==> config.mk <==
export PLATFORM = sky130hd
export DESIGN_NAME = axis_fifo_pkt
export DESIGN_NICKNAME = d
export VERILOG_FILES = /design/src/rtl/axis_pkg.sv /design/src/rtl/axis_fifo_ram.sv /design/src/rtl/axis_fifo_pkt.sv
export SDC_FILE = /design/constraint.sdc
export NUM_CORES = 1
export LEC_CHECK = 0
export ABC_AREA = 1
export CAP_MARGIN = 20
export CORE_MARGIN = 2
export CORE_UTILIZATION = 55
export DETAILED_ROUTE_END_ITERATION = 12
export PLACE_DENSITY = 0.75
export SLEW_MARGIN = 15
export SYNTH_ARGS = -nofsm -noshare
export SYNTH_HDL_FRONTEND = slang
export SYNTH_HIERARCHICAL = 1
export SYNTH_SLANG_ARGS = --single-unit
==> constraint.sdc <==
create_clock -name aclk -period 5.2 [get_ports aclk]
set_input_delay 1.04 -clock aclk [delete_from_list [all_inputs] [get_ports aclk]]
set_output_delay 1.04 -clock aclk [all_outputs]
set_load 0.005 [all_outputs]
==> src/rtl/axis_pkg.sv <==
// Shared types and width helpers for the AXI-Stream packet FIFO.
// Pointers carry one extra wrap bit so full and empty are told apart by the MSB.
package axis_pkg;

   typedef enum logic [0:0] {
      ACCEPT = 1'b0,
      DROP   = 1'b1
   } axis_fifo_state_e;

   function automatic int keep_width(input int data_w);
      return data_w / 8;
   endfunction

   function automatic int ptr_width(input int depth);
      return $clog2(depth) + 1;
   endfunction

   // Full: wrap bits differ, index bits equal.
   function automatic logic ptr_full(input logic [31:0] wp, input logic [31:0] rp, input int pw);
      logic [31:0] mask;
      logic [31:0] x;
      mask = (32'd1 << pw) - 32'd1;
      x    = (wp ^ rp) & mask;
      return x == (32'd1 << (pw - 1));
   endfunction

   function automatic logic ptr_empty(input logic [31:0] wp, input logic [31:0] rp, input int pw);
      logic [31:0] mask;
      mask = (32'd1 << pw) - 32'd1;
      return ((wp ^ rp) & mask) == 32'd0;
   endfunction

endpackage

==> src/rtl/axis_fifo_ram.sv <==
// Simple dual-port storage: one synchronous write port, one asynchronous read port.
// No reset on the array; pointer logic decides what is valid.
module axis_fifo_ram #(
   parameter int W     = 8,
   parameter int DEPTH = 16,
   parameter int AW    = $clog2(DEPTH)
) (
   input  logic          clk,
   input  logic          we,
   input  logic [AW-1:0] waddr,
   input  logic [W-1:0]  wdata,
   input  logic [AW-1:0] raddr,
   output logic [W-1:0]  rdata
);

   logic [W-1:0] mem [DEPTH];

   always_ff @(posedge clk) begin
      if (we) mem[waddr] <= wdata;
   end

   assign rdata = mem[raddr];

endmodule

==> src/rtl/axis_fifo_pkt.sv <==
// AXI-Stream FIFO with full sideband: FWFT beat mode, or store-and-forward packet
// mode that discards packets too large to ever fit in the buffer.
module axis_fifo_pkt
   import axis_pkg::*;
#(
   parameter int DATA_W      = 32,
   parameter int ID_W        = 1,
   parameter int DEST_W      = 1,
   parameter int USER_W      = 1,
   parameter int DEPTH       = 16,
   parameter int PACKET_MODE = 0
) (
   input  logic                    aclk,
   input  logic                    areset,

   input  logic                    s_axis_tvalid,
   output logic                    s_axis_tready,
   input  logic [DATA_W-1:0]       s_axis_tdata,
   input  logic [DATA_W/8-1:0]     s_axis_tstrb,
   input  logic [DATA_W/8-1:0]     s_axis_tkeep,
   input  logic                    s_axis_tlast,
   input  logic [ID_W-1:0]         s_axis_tid,
   input  logic [DEST_W-1:0]       s_axis_tdest,
   input  logic [USER_W-1:0]       s_axis_tuser,

   output logic                    m_axis_tvalid,
   input  logic                    m_axis_tready,
   output logic [DATA_W-1:0]       m_axis_tdata,
   output logic [DATA_W/8-1:0]     m_axis_tstrb,
   output logic [DATA_W/8-1:0]     m_axis_tkeep,
   output logic                    m_axis_tlast,
   output logic [ID_W-1:0]         m_axis_tid,
   output logic [DEST_W-1:0]       m_axis_tdest,
   output logic [USER_W-1:0]       m_axis_tuser,

   output logic [$clog2(DEPTH):0]  occupancy,
   output logic                    pkt_drop,
   output logic                    full,
   output logic                    empty
);

   localparam int KEEP_W = keep_width(DATA_W);
   localparam int PTR_W  = ptr_width(DEPTH);
   localparam int AW     = PTR_W - 1;
   localparam int BEAT_W = DATA_W + 2 * KEEP_W + 1 + ID_W + DEST_W + USER_W;

   logic [PTR_W-1:0]  wr_ptr;
   logic [PTR_W-1:0]  rd_ptr;
   logic [PTR_W-1:0]  wr_commit;
   axis_fifo_state_e  state;
   logic              ready_en;

   logic              push;
   logic              pop;
   logic              wr_en;
   logic              full_w;
   logic              empty_w;
   logic              drop_trig;
   logic [BEAT_W-1:0] wbeat;
   logic [BEAT_W-1:0] rbeat;

   assign full_w  = ptr_full(32'(wr_ptr), 32'(rd_ptr), PTR_W);
   assign empty_w = ptr_empty(32'(wr_ptr), 32'(rd_ptr), PTR_W);

   // Buffer full with no complete packet inside: this packet can never fit.
   assign drop_trig = (PACKET_MODE != 0) && !areset && (state == ACCEPT) &&
                      full_w && (wr_commit == rd_ptr);

   // ready_en holds tready low for the cycle following a reset edge.
   assign s_axis_tready = ready_en && ((state == DROP) || !full_w);
   assign m_axis_tvalid = (PACKET_MODE != 0) ? (rd_ptr != wr_commit) : !empty_w;

   assign push  = s_axis_tvalid && s_axis_tready;
   assign pop   = m_axis_tvalid && m_axis_tready;
   assign wr_en = push && (state == ACCEPT);

   assign occupancy = wr_ptr - rd_ptr;
   assign full      = full_w;
   assign empty     = empty_w;
   assign pkt_drop  = drop_trig;

   assign wbeat = {s_axis_tdata, s_axis_tstrb, s_axis_tkeep, s_axis_tlast,
                   s_axis_tid, s_axis_tdest, s_axis_tuser};
   assign {m_axis_tdata, m_axis_tstrb, m_axis_tkeep, m_axis_tlast,
           m_axis_tid, m_axis_tdest, m_axis_tuser} = rbeat;

   always_ff @(posedge aclk) begin
      if (areset) begin
         wr_ptr    <= '0;
         rd_ptr    <= '0;
         wr_commit <= '0;
         state     <= ACCEPT;
         ready_en  <= 1'b0;
      end else begin
         ready_en <= 1'b1;
         if (drop_trig) begin
            // Rewind over the partial packet; its remaining beats are swallowed in DROP.
            wr_ptr <= wr_commit;
            state  <= DROP;
         end else if (wr_en) begin
            wr_ptr <= wr_ptr + 1'b1;
            if (s_axis_tlast) wr_commit <= wr_ptr + 1'b1;
         end
         if ((state == DROP) && push && s_axis_tlast) state <= ACCEPT;
         if (pop) rd_ptr <= rd_ptr + 1'b1;
      end
   end

   axis_fifo_ram #(
      .W     (BEAT_W),
      .DEPTH (DEPTH),
      .AW    (AW)
   ) u_ram (
      .clk   (aclk),
      .we    (wr_en),
      .waddr (wr_ptr[AW-1:0]),
      .wdata (wbeat),
      .raddr (rd_ptr[AW-1:0]),
      .rdata (rbeat)
   );

endmodule

* Word-level counts from Yosys, hierarchy flattened
Memories as Yosys holds them, arrays and structs flattened. A register that Yosys moved wholly into a read port is not among the register bits.
Index checks and enable logic that the tools add are counted.
** Storage, ports and cells
- Bits of input ports :: 48
- Memory bits (writable) :: 704
- Memories kept :: 1
- Flip-flop bits (word level) :: 11
** Cells by class
- Equality and inequality tests :: 1
- Bitwise operators :: 1
- Reduce and logical (&&, ||, !) cells :: 6
- Add/subtract/negate cells :: 3
- Muxes and demuxes :: 5
** Memories
- u_ram.mem :: depth 16, width 44, read ports 1, clocked after memory_dff 1, wr ports 1, RTL line axis_fifo_ram.sv:16 : logic [W-1:0] mem [DEPTH];
** Operator list (number)
- 32-bit logical NOT :: 1
- 5-bit by 1-bit adder with 5-bit output (second input constant) :: 2
- 4-bit 2-to-1 mux :: 2
- 5-bit equality test (second input constant) :: 1
- 5-bit subtractor :: 1
- 5-bit bitwise XOR :: 1
- 1-bit logical AND :: 3
- 1-bit 2-to-1 mux :: 3
- 1-bit logical NOT :: 2

* Longest topological paths before layout
Gate-level depths: netlist (run 1).
- Depth after elaboration :: 7
- Gate-level depth with buffers :: 11
- Gate-level depth less buffers :: 9

* Hierarchy
Netlist (run 1), hierarchy kept.
** Modules (own cells, without submodules)
- axis_fifo_ram :: cells an instance 2859, area an instance 30061.3 um2, times used 1
- axis_fifo_pkt :: cells an instance 123, area an instance 844.6 um2, times used 1

* Least setup slack after synthesis (run 1)
OpenSTA, ideal clock, no wires.
- Kind :: reg2reg
- Start :: reg rd_ptr[2]
- End :: mem u_ram/mem[12][0] (netlist name), enable pin
- Arrival time :: 3.336 ns
- Cell stages (with the launch flop) :: 11
- Period minus slack after synthesis :: 3.781 ns
- Slack :: 1.419 ns
- Data required time :: 4.754 ns
- Path buffers :: 1
- Cells stage by stage :: dfxtp_1 clkbuf_1 inv_1 ha_1 nand2_4 nor2_4 nand2_2 nand3_1 inv_1 nand3_1 nor2_1
** On the way
- Longest elaborated chain between the ends :: 7
** RTL lines
- start: declaration :: RTL line axis_fifo_pkt.sv:48 : logic [PTR_W-1:0] rd_ptr;
- start signal: assignment :: RTL line axis_fifo_pkt.sv:105 : if (pop) rd_ptr <= rd_ptr + 1'b1;
- 5-bit bitwise XOR :: RTL line axis_pkg.sv:23 : x = (wp ^ rp) & mask;
- 5-bit equality test :: RTL line axis_pkg.sv:24 : return x == (32'd1 << (pw - 1));
- 1-bit logical NOT :: RTL line axis_fifo_pkt.sv:70 : assign s_axis_tready = ready_en && ((state == DROP) || !full_w);
- 1-bit logical AND :: RTL line axis_fifo_pkt.sv:70
- 1-bit logical AND :: RTL line axis_fifo_pkt.sv:73 : assign push = s_axis_tvalid && s_axis_tready;
- via push :: RTL line axis_fifo_pkt.sv:53 : logic push;
- 1-bit 2-to-1 mux :: RTL line axis_fifo_ram.sv:19 : if (we) mem[waddr] <= wdata;
- 1-bit 2-to-1 mux (not written as such) :: RTL line axis_fifo_ram.sv:19
- end: declaration :: RTL line axis_fifo_ram.sv:16
The timed path passes the listed nets, and every way through them passes these cells.

* Worst setup path in the final report (run 1)
- Start :: reg rd_ptr[3]
- End :: out full
** On the way
- Longest elaborated chain between the ends :: 2
** RTL lines
- 5-bit bitwise XOR :: RTL line axis_pkg.sv:23
- 5-bit equality test :: RTL line axis_pkg.sv:24
- end: declaration :: RTL line axis_fifo_pkt.sv:38 : output logic full,
No other way between the ends.

==> results of run 1 <==
==> through the flow <==
step,total power [mW],area [um^2],utilization [%]
after floorplan,7.72,30900,-
after global placement,8.41,32800,59.2
after detailed placement,8.44,32800,59.2
after CTS,13.3,35000,63.2
after global routing,13.8,35000,63.2
final,13.3,35000,63.2
==> worst reg2reg max path, cell delays in order, from the launching register on <==
cell      delay [ns]
dfxtp_2         0.34
buf_4           0.72
inv_1           0.20
ha_1            0.40
nand2_2         0.12
nor2_4          0.05
nand2_2         0.18
nand3_1         0.16
inv_1           0.15
nand3b_1        0.34
nor2_4          0.48
buf_4           0.50
==> cells by family (layout without fill, tap and decap cells) <==
group	after synthesis	in the layout	synth area share, %
simple gates	1539	1539	21.1
flops	715	715	69.1
buf+inv	707	825	9.16
compound gates	9	9	0.154
fa+ha+maj	7	7	0.308
xor+xnor	4	4	0.113
other cells	1	1	0.0121
==> sequential cells by signal (all words and copies together) (netlist names) <==
name       count
rd_ptr         5
ready_en       1
u_ram/mem    704
wr_ptr         5
==> power groups by stage <==
stage / combinational, mW / clock (mW) / sequential (mW)
after CTS: 1.93 / 4.98 / 6.42
after global placement: 1.87 / 0 / 6.54
after floorplan: 1.22 / 0 / 6.51
after global routing: 2.13 / 5.21 / 6.42
after detailed placement: 1.90 / 0 / 6.54
final: 1.93 / 4.93 / 6.42
==> synthesized netlist by cell type, drive strengths merged <==
library cell  number
a21oi              5
buf              118
clkbuf            30
clkinv             2
conb               1
dfxtp             11
edfxtp           704
fa                 1
ha                 6
inv              557
nand2            963
nand3            538
nand3b             2
nand4              7
nor2              29
o21a               1
o21ai              3
xnor2              1
xor2               3
==> area by class of cell <==
type / count / share of cell area, %
inverter: 559 / 6.04
timing repair buffer: 139 / 4.31
sequential: 715 / 61.1
clock buffer: 86 / 5.36
multi-input combinational: 1560 / 19.5
tap: 748 / 2.68
clock inverter: 41 / 0.962
==> worst min-delay path by stage <==
stage              start   endpoint  slack [ns]  cells past startpoint
6_report       rd_ptr[4]  rd_ptr[4]        0.55                      2
5_1_grt        rd_ptr[4]  rd_ptr[4]        0.57                      2
4_1_cts        rd_ptr[4]  rd_ptr[4]        0.55                      2
3_5_place_dp   rd_ptr[4]  rd_ptr[4]        0.54                      2
3_3_place_gp   rd_ptr[4]  rd_ptr[4]        0.53                      2
2_1_floorplan  rd_ptr[3]  rd_ptr[3]        0.48                      2
==> metal layers <==
| layer | vias to the layer above | track usage (%) |
|---|---|---|
| li1 | 9740 | - |
| met1 | 9957 | 35.4 |
| met2 | 1016 | 42.6 |
| met3 | 139 | 3.79 |
| met4 | 4 | 8.51 |
| met5 | - | 0 |
==> flow_metrics.py, run 1 <==
metrics = {
    "hold_path": {
        "hold_path.class": "reg2reg",
    },
    "placed_design": {
        "numPlacedInstances": 3721,
        "io_buffers": 100,
        "placement.setup.worst_slack_ns": 1.25,
        "gp_congestion": 0.791,
        "dpl.hpwl_um": 36600,
    },
    "setup_path": {
        "critical_path.n_buffers_inverters": 4,
        "worst_r2r_path_depth": 11,
        "cp.depth": 8,
        "critPathKind": "reg2out",
        "worst_setup_path_startpoint": "rd_ptr[3]",
        "crit_path_end_kind": "output pin",
        "crit_family": "buffers and inverters",
        "worst-endpoint-arrival_ns": 3.25,
        "critPathRequiredTime_ns": 4.16,
        "start_kind": "flip-flop",
        "crit_fanout": 49,
        "critical_path.reg2reg.endpoint": "u_ram/mem[5][32]",
        "cp_cell_sequence": "buf_4, inv_1, ha_1, nand2_2, nor2_4, nand2_2, inv_1, clkdlybuf4s50_1",
        "crit_path_top_delay_cell": "buf_4",
        "endpoint": "full",
        "crit-reg2reg-launch": "rd_ptr[3]",
        "timing.critical_path.slowest_cell_delay_ns": 0.72,
        "setup.reg_to_reg.worst_slack_ns": 1.21,
    },
    "cts": {
        "number_of_sinks_on_the_clock_net": 715,
        "cts_tree": "yes",
        "number_of_levels_in_the_clock_h_tree": 3,
        "clock_transition_time_at_the_flip_flop_clock_pins_of_the_worst_setup_and_hold_paths_ns": 0.05,
        "clock_insertion_delay_worst_skew_ns": 0.61,
        "cts_hold_repair.buffers": 0,
        "post_cts.repair.setup_buffers": 0,
        "cts_made_buffers": 72,
        "post_cts_resized": 0,
        "clock_tree.buffer_depth": 3,
        "root_buffer": "clkbuf_16",
    },
    "final_layout": {
        "multi_input_logic_area_um2": 6830,
        "seq_area_um2": 21400,
        "final_std_cells_w_o_fill": 3848,
        "final_layout_size_suffix_gt1_share_pct": 5.61,
        "final_net_count": 3102,
        "filler_cell_count": 4199,
        "mostFrequentLayoutCells": "nand2_1, edfxtp_1, inv_1",
        "synthToLayoutAreaGrowth_pct": 13.2,
        "number_of_inserted_diodes": 0,
        "final_common_cell": "nand2_1",
    },
    "timing": {
        "timing.slew.headroom_pct": 31.4,
        "timing.final.hold_violations": 0,
        "max_freq_mhz": 233,
        "fin_crit_sh_pct": 82.5,
        "finalCriticalPeriod_ns": 4.29,
        "finalHoldWorstSlack_ns": 0.554,
        "final_max_tran_viols": 0,
        "rsz0062_at_grt": "false",
        "worst_clock_skew_ns": 0.0274,
        "worst_pin_slew_ns": 1.03,
        "total_negative_setup_slacks_ns": 0,
        "report.final.setup_viol": 0,
        "worst_slack_ns": 0.911,
    },
    "floorplan": {
        "floorplan.initialDensity_pct": 55.9,
        "placeableCoreArea_um2": 55300,
        "die_h_um": 241,
        "chipWidth_um": 241,
        "total_die_area_um2": 58100,
        "row_count": 86,
        "pin_count": 102,
    },
    "routing": {
        "route.met2.wl_um": 36200,
        "top_layer_used": "met5",
        "m1WireLength_um": 29500,
        "wire_per_inst_um": 19.2,
        "count_of_unresolved_drc_violations_after_routing": 0,
        "route.vias.total": 20856,
        "detailed_routed_wire_length_on_met3_um": 6330,
        "postRouteWirelength_um": 73800,
        "dr.first_iter.drc_count": 2393,
        "detail_route.first_pass.iterations": 5,
        "viasPerCell": 5.42,
        "postRouteAntennaNets": 0,
    },
    "pwr": {
        "share_clk_of_total_power_pct": 37.1,
        "cellInternalPower_mw": 9.85,
        "comb_power_share_pct": 14.5,
        "share_seq_of_total_power_pct": 48.4,
        "power_switching_share_pct": 25.7,
        "power_density_cells_nw_per_um2": 379,
        "netSwitchingPower_mw": 3.42,
        "peakVddDrop_v": 0.000359,
        "p_leak_nw": 14.6,
    },
    "logic_synthesis": {
        "synth_largest_type_area_fraction_pct": 68.4,
        "synth-seq-area-share_pct": 69.1,
        "syn-instance-count": 2982,
        "synth.ff_latch_count": 715,
        "top_cells_by_area_synth": "edfxtp_1, nand2_1, nand3_1",
        "synth_largest_area_cell": "edfxtp_1",
        "yosysWarnings": 6,
        "postSynthAreaPerCell_um2": 10.4,
        "yosys.cell_types.count": 29,
        "syn_nets": 3037,
        "summed_instance_area_of_the_synthesized_netlist_um2": 30900,
    },
    "global_route": {
        "antenna_found_initial": 2,
        "grt_remaining_overflow": 0,
        "vias_in_the_first_global_route": 20543,
        "grt_first_pass_wirelength_um": 114000,
        "global_route.usage.total_pct": 25.8,
        "maximum_number_of_pins_on_one_net_before_global_route_repair": 197,
    },
    "outcome": {
        "status": "complete, no violations",
    },
    "flow_run": {
        "maxCapViolCount": 0,
    },
}
Power figures use the tool's default switching activity.
==> inputs of run 2 (changes only) <==
clock period = 4.2 ns   (was 5.2 ns; I/O delays follow)
==> flow_metrics.py, run 2 (synthesized netlist as in run 1, its figures left out) <==
metrics = {
    "outcome": {
        "status": "complete, no violations",
    },
    "global_route": {
        "maximum_number_of_pins_on_one_net_before_global_route_repair": 178,
        "grt_first_pass_wirelength_um": 112000,
        "vias_in_the_first_global_route": 20400,
        "global_route.usage.total_pct": 25.3,
        "antenna_found_initial": 2,
        "grt_remaining_overflow": 0,
    },
    "placed_design": {
        "numPlacedInstances": 3727,
        "placement.setup.worst_slack_ns": 0.987,
        "dpl.hpwl_um": 37100,
        "gp_congestion": 0.799,
        "io_buffers": 100,
    },
    "timing": {
        "timing.slew.headroom_pct": 36.1,
        "final_max_tran_viols": 0,
        "timing.final.hold_violations": 0,
        "report.final.setup_viol": 0,
        "fin_crit_sh_pct": 92.5,
        "total_negative_setup_slacks_ns": 0,
        "finalCriticalPeriod_ns": 3.89,
        "worst_clock_skew_ns": 0.0259,
        "rsz0062_at_grt": "false",
        "worst_slack_ns": 0.314,
        "worst_pin_slew_ns": 0.958,
        "max_freq_mhz": 257,
    },
    "final_layout": {
        "top_register": "u_ram/mem",
        "largest_register_ffs": 704,
        "synthToLayoutAreaGrowth_pct": 13.4,
        "final_core_utilization_pct": 63.4,
        "final_layout_size_suffix_gt1_share_pct": 6.05,
        "mostFrequentLayoutCells": "nand2_1, edfxtp_1, inv_1",
        "final_std_cells_w_o_fill": 3857,
        "largestRegisters": "u_ram/mem (704), rd_ptr (5), wr_ptr (5)",
        "final_net_count": 3108,
        "filler_cell_count": 4190,
        "final_common_cell": "nand2_1",
    },
    "floorplan": {
        "placeableCoreArea_um2": 55300,
        "total_die_area_um2": 58100,
        "floorplan.initialDensity_pct": 55.9,
        "row_count": 86,
        "chipWidth_um": 241,
        "pin_count": 102,
        "die_h_um": 241,
    },
    "setup_path": {
        "endpoint": "m_axis_tkeep[2]",
        "critPathRequiredTime_ns": 3.36,
        "worst_setup_path_startpoint": "rd_ptr[1]",
        "worst-endpoint-arrival_ns": 3.05,
        "crit_path_top_delay_cell": "buf_12",
        "worst_r2r_path_depth": 10,
        "critical_path.reg2reg.endpoint": "u_ram/mem[6][36]",
        "cp_common_cell": "nand3_1",
        "crit_fanout": 177,
        "cp_cell_sequence": "buf_12, nand3_1, nand3_1, nand3_1, nand2_1, clkdlybuf4s50_1",
        "crit-reg2reg-launch": "rd_ptr[2]",
        "critPathKind": "reg2out",
        "start_kind": "flip-flop",
        "crit_path_end_kind": "output pin",
        "setup.reg_to_reg.worst_slack_ns": 1.11,
        "timing.critical_path.slowest_cell_delay_ns": 0.66,
    },
    "pwr": {
        "peakVddDrop_v": 0.000332,
        "power_density_cells_nw_per_um2": 472,
        "report.power.total_mw": 16.6,
        "p_leak_nw": 14.7,
    },
    "cts": {
        "number_of_sinks_on_the_clock_net": 715,
        "clock_transition_time_at_the_flip_flop_clock_pins_of_the_worst_setup_and_hold_paths_ns": 0.06,
        "cts_tree": "yes",
        "root_buffer": "clkbuf_16",
        "number_of_levels_in_the_clock_h_tree": 3,
        "clock_tree.buffer_depth": 3,
        "cts_hold_repair.buffers": 0,
        "cts_made_buffers": 72,
        "clock_insertion_delay_worst_skew_ns": 0.61,
        "post_cts_resized": 0,
        "post_cts.repair.setup_buffers": 0,
    },
    "hold_path": {
        "worstHoldStart": "rd_ptr[3]",
        "hold_path.class": "reg2reg",
    },
    "routing": {
        "postRouteWirelength_um": 72300,
        "viasPerCell": 5.44,
        "dr.first_iter.drc_count": 2088,
        "route.vias.total": 20994,
        "detail_route.first_pass.iterations": 5,
        "count_of_unresolved_drc_violations_after_routing": 0,
        "postRouteAntennaNets": 0,
        "wire_per_inst_um": 18.8,
    },
    "flow_run": {
        "maxCapViolCount": 0,
    },
}
[run 2: cell type report]
class	count	area, um^2	share of cell area (%)
flip-flops and latches	715	21400	61.0
multi-input cells	1560	6830	19.5
inverters	559	2110	6.02
clock buffers	88	1930	5.49
repair buffers	145	1510	4.32
well taps	748	936	2.67
clock inverters	41	362	1.03
diodes	1	2.50	0.00714
[run 2: metrics by stage]
stage | hold WS, ns | area, um^2
after floorplan | 0.485 | 30900
after global placement | 0.510 | 32800
after detailed placement | 0.509 | 32800
after CTS | 0.519 | 35100
after global routing | 0.550 | 35100
final | 0.520 | 35100
[run 2: worst max-delay path, delay by kind of cell (launching register included)]
| family | cells | cell delay (ns) |
|---|---|---|
| buf+inv | 2 | 1.18 |
| simple gates | 4 | 0.72 |
| flops | 1 | 0.42 |
[run 2: power by group]
group / leakage, nW / internal, mW / switching [mW] / total [mW]
clock: 1.13 / 3.64 / 2.59 / 6.23
combinational: 7.15 / 0.876 / 1.53 / 2.41
sequential: 6.43 / 7.89 / 0.0300 / 7.92
[run 2: layer usage]
metal  GRT usage, %  routed length [um]  vias up
li1               -                   -     9748
met5              0                  13        -
met1           33.9               28600    10146
met3           3.92                6350      141
met4           8.31                1790        2
met2           42.6               35600      957
[run 2: worst min path at each step]
stage | cells after the start | endpoint | slack (ns)
after floorplan | 2 | rd_ptr[3] | 0.48
after global placement | 2 | rd_ptr[3] | 0.51
after detailed placement | 2 | rd_ptr[3] | 0.51
after CTS | 2 | rd_ptr[3] | 0.52
after global routing | 2 | rd_ptr[3] | 0.55
final | 2 | rd_ptr[3] | 0.52
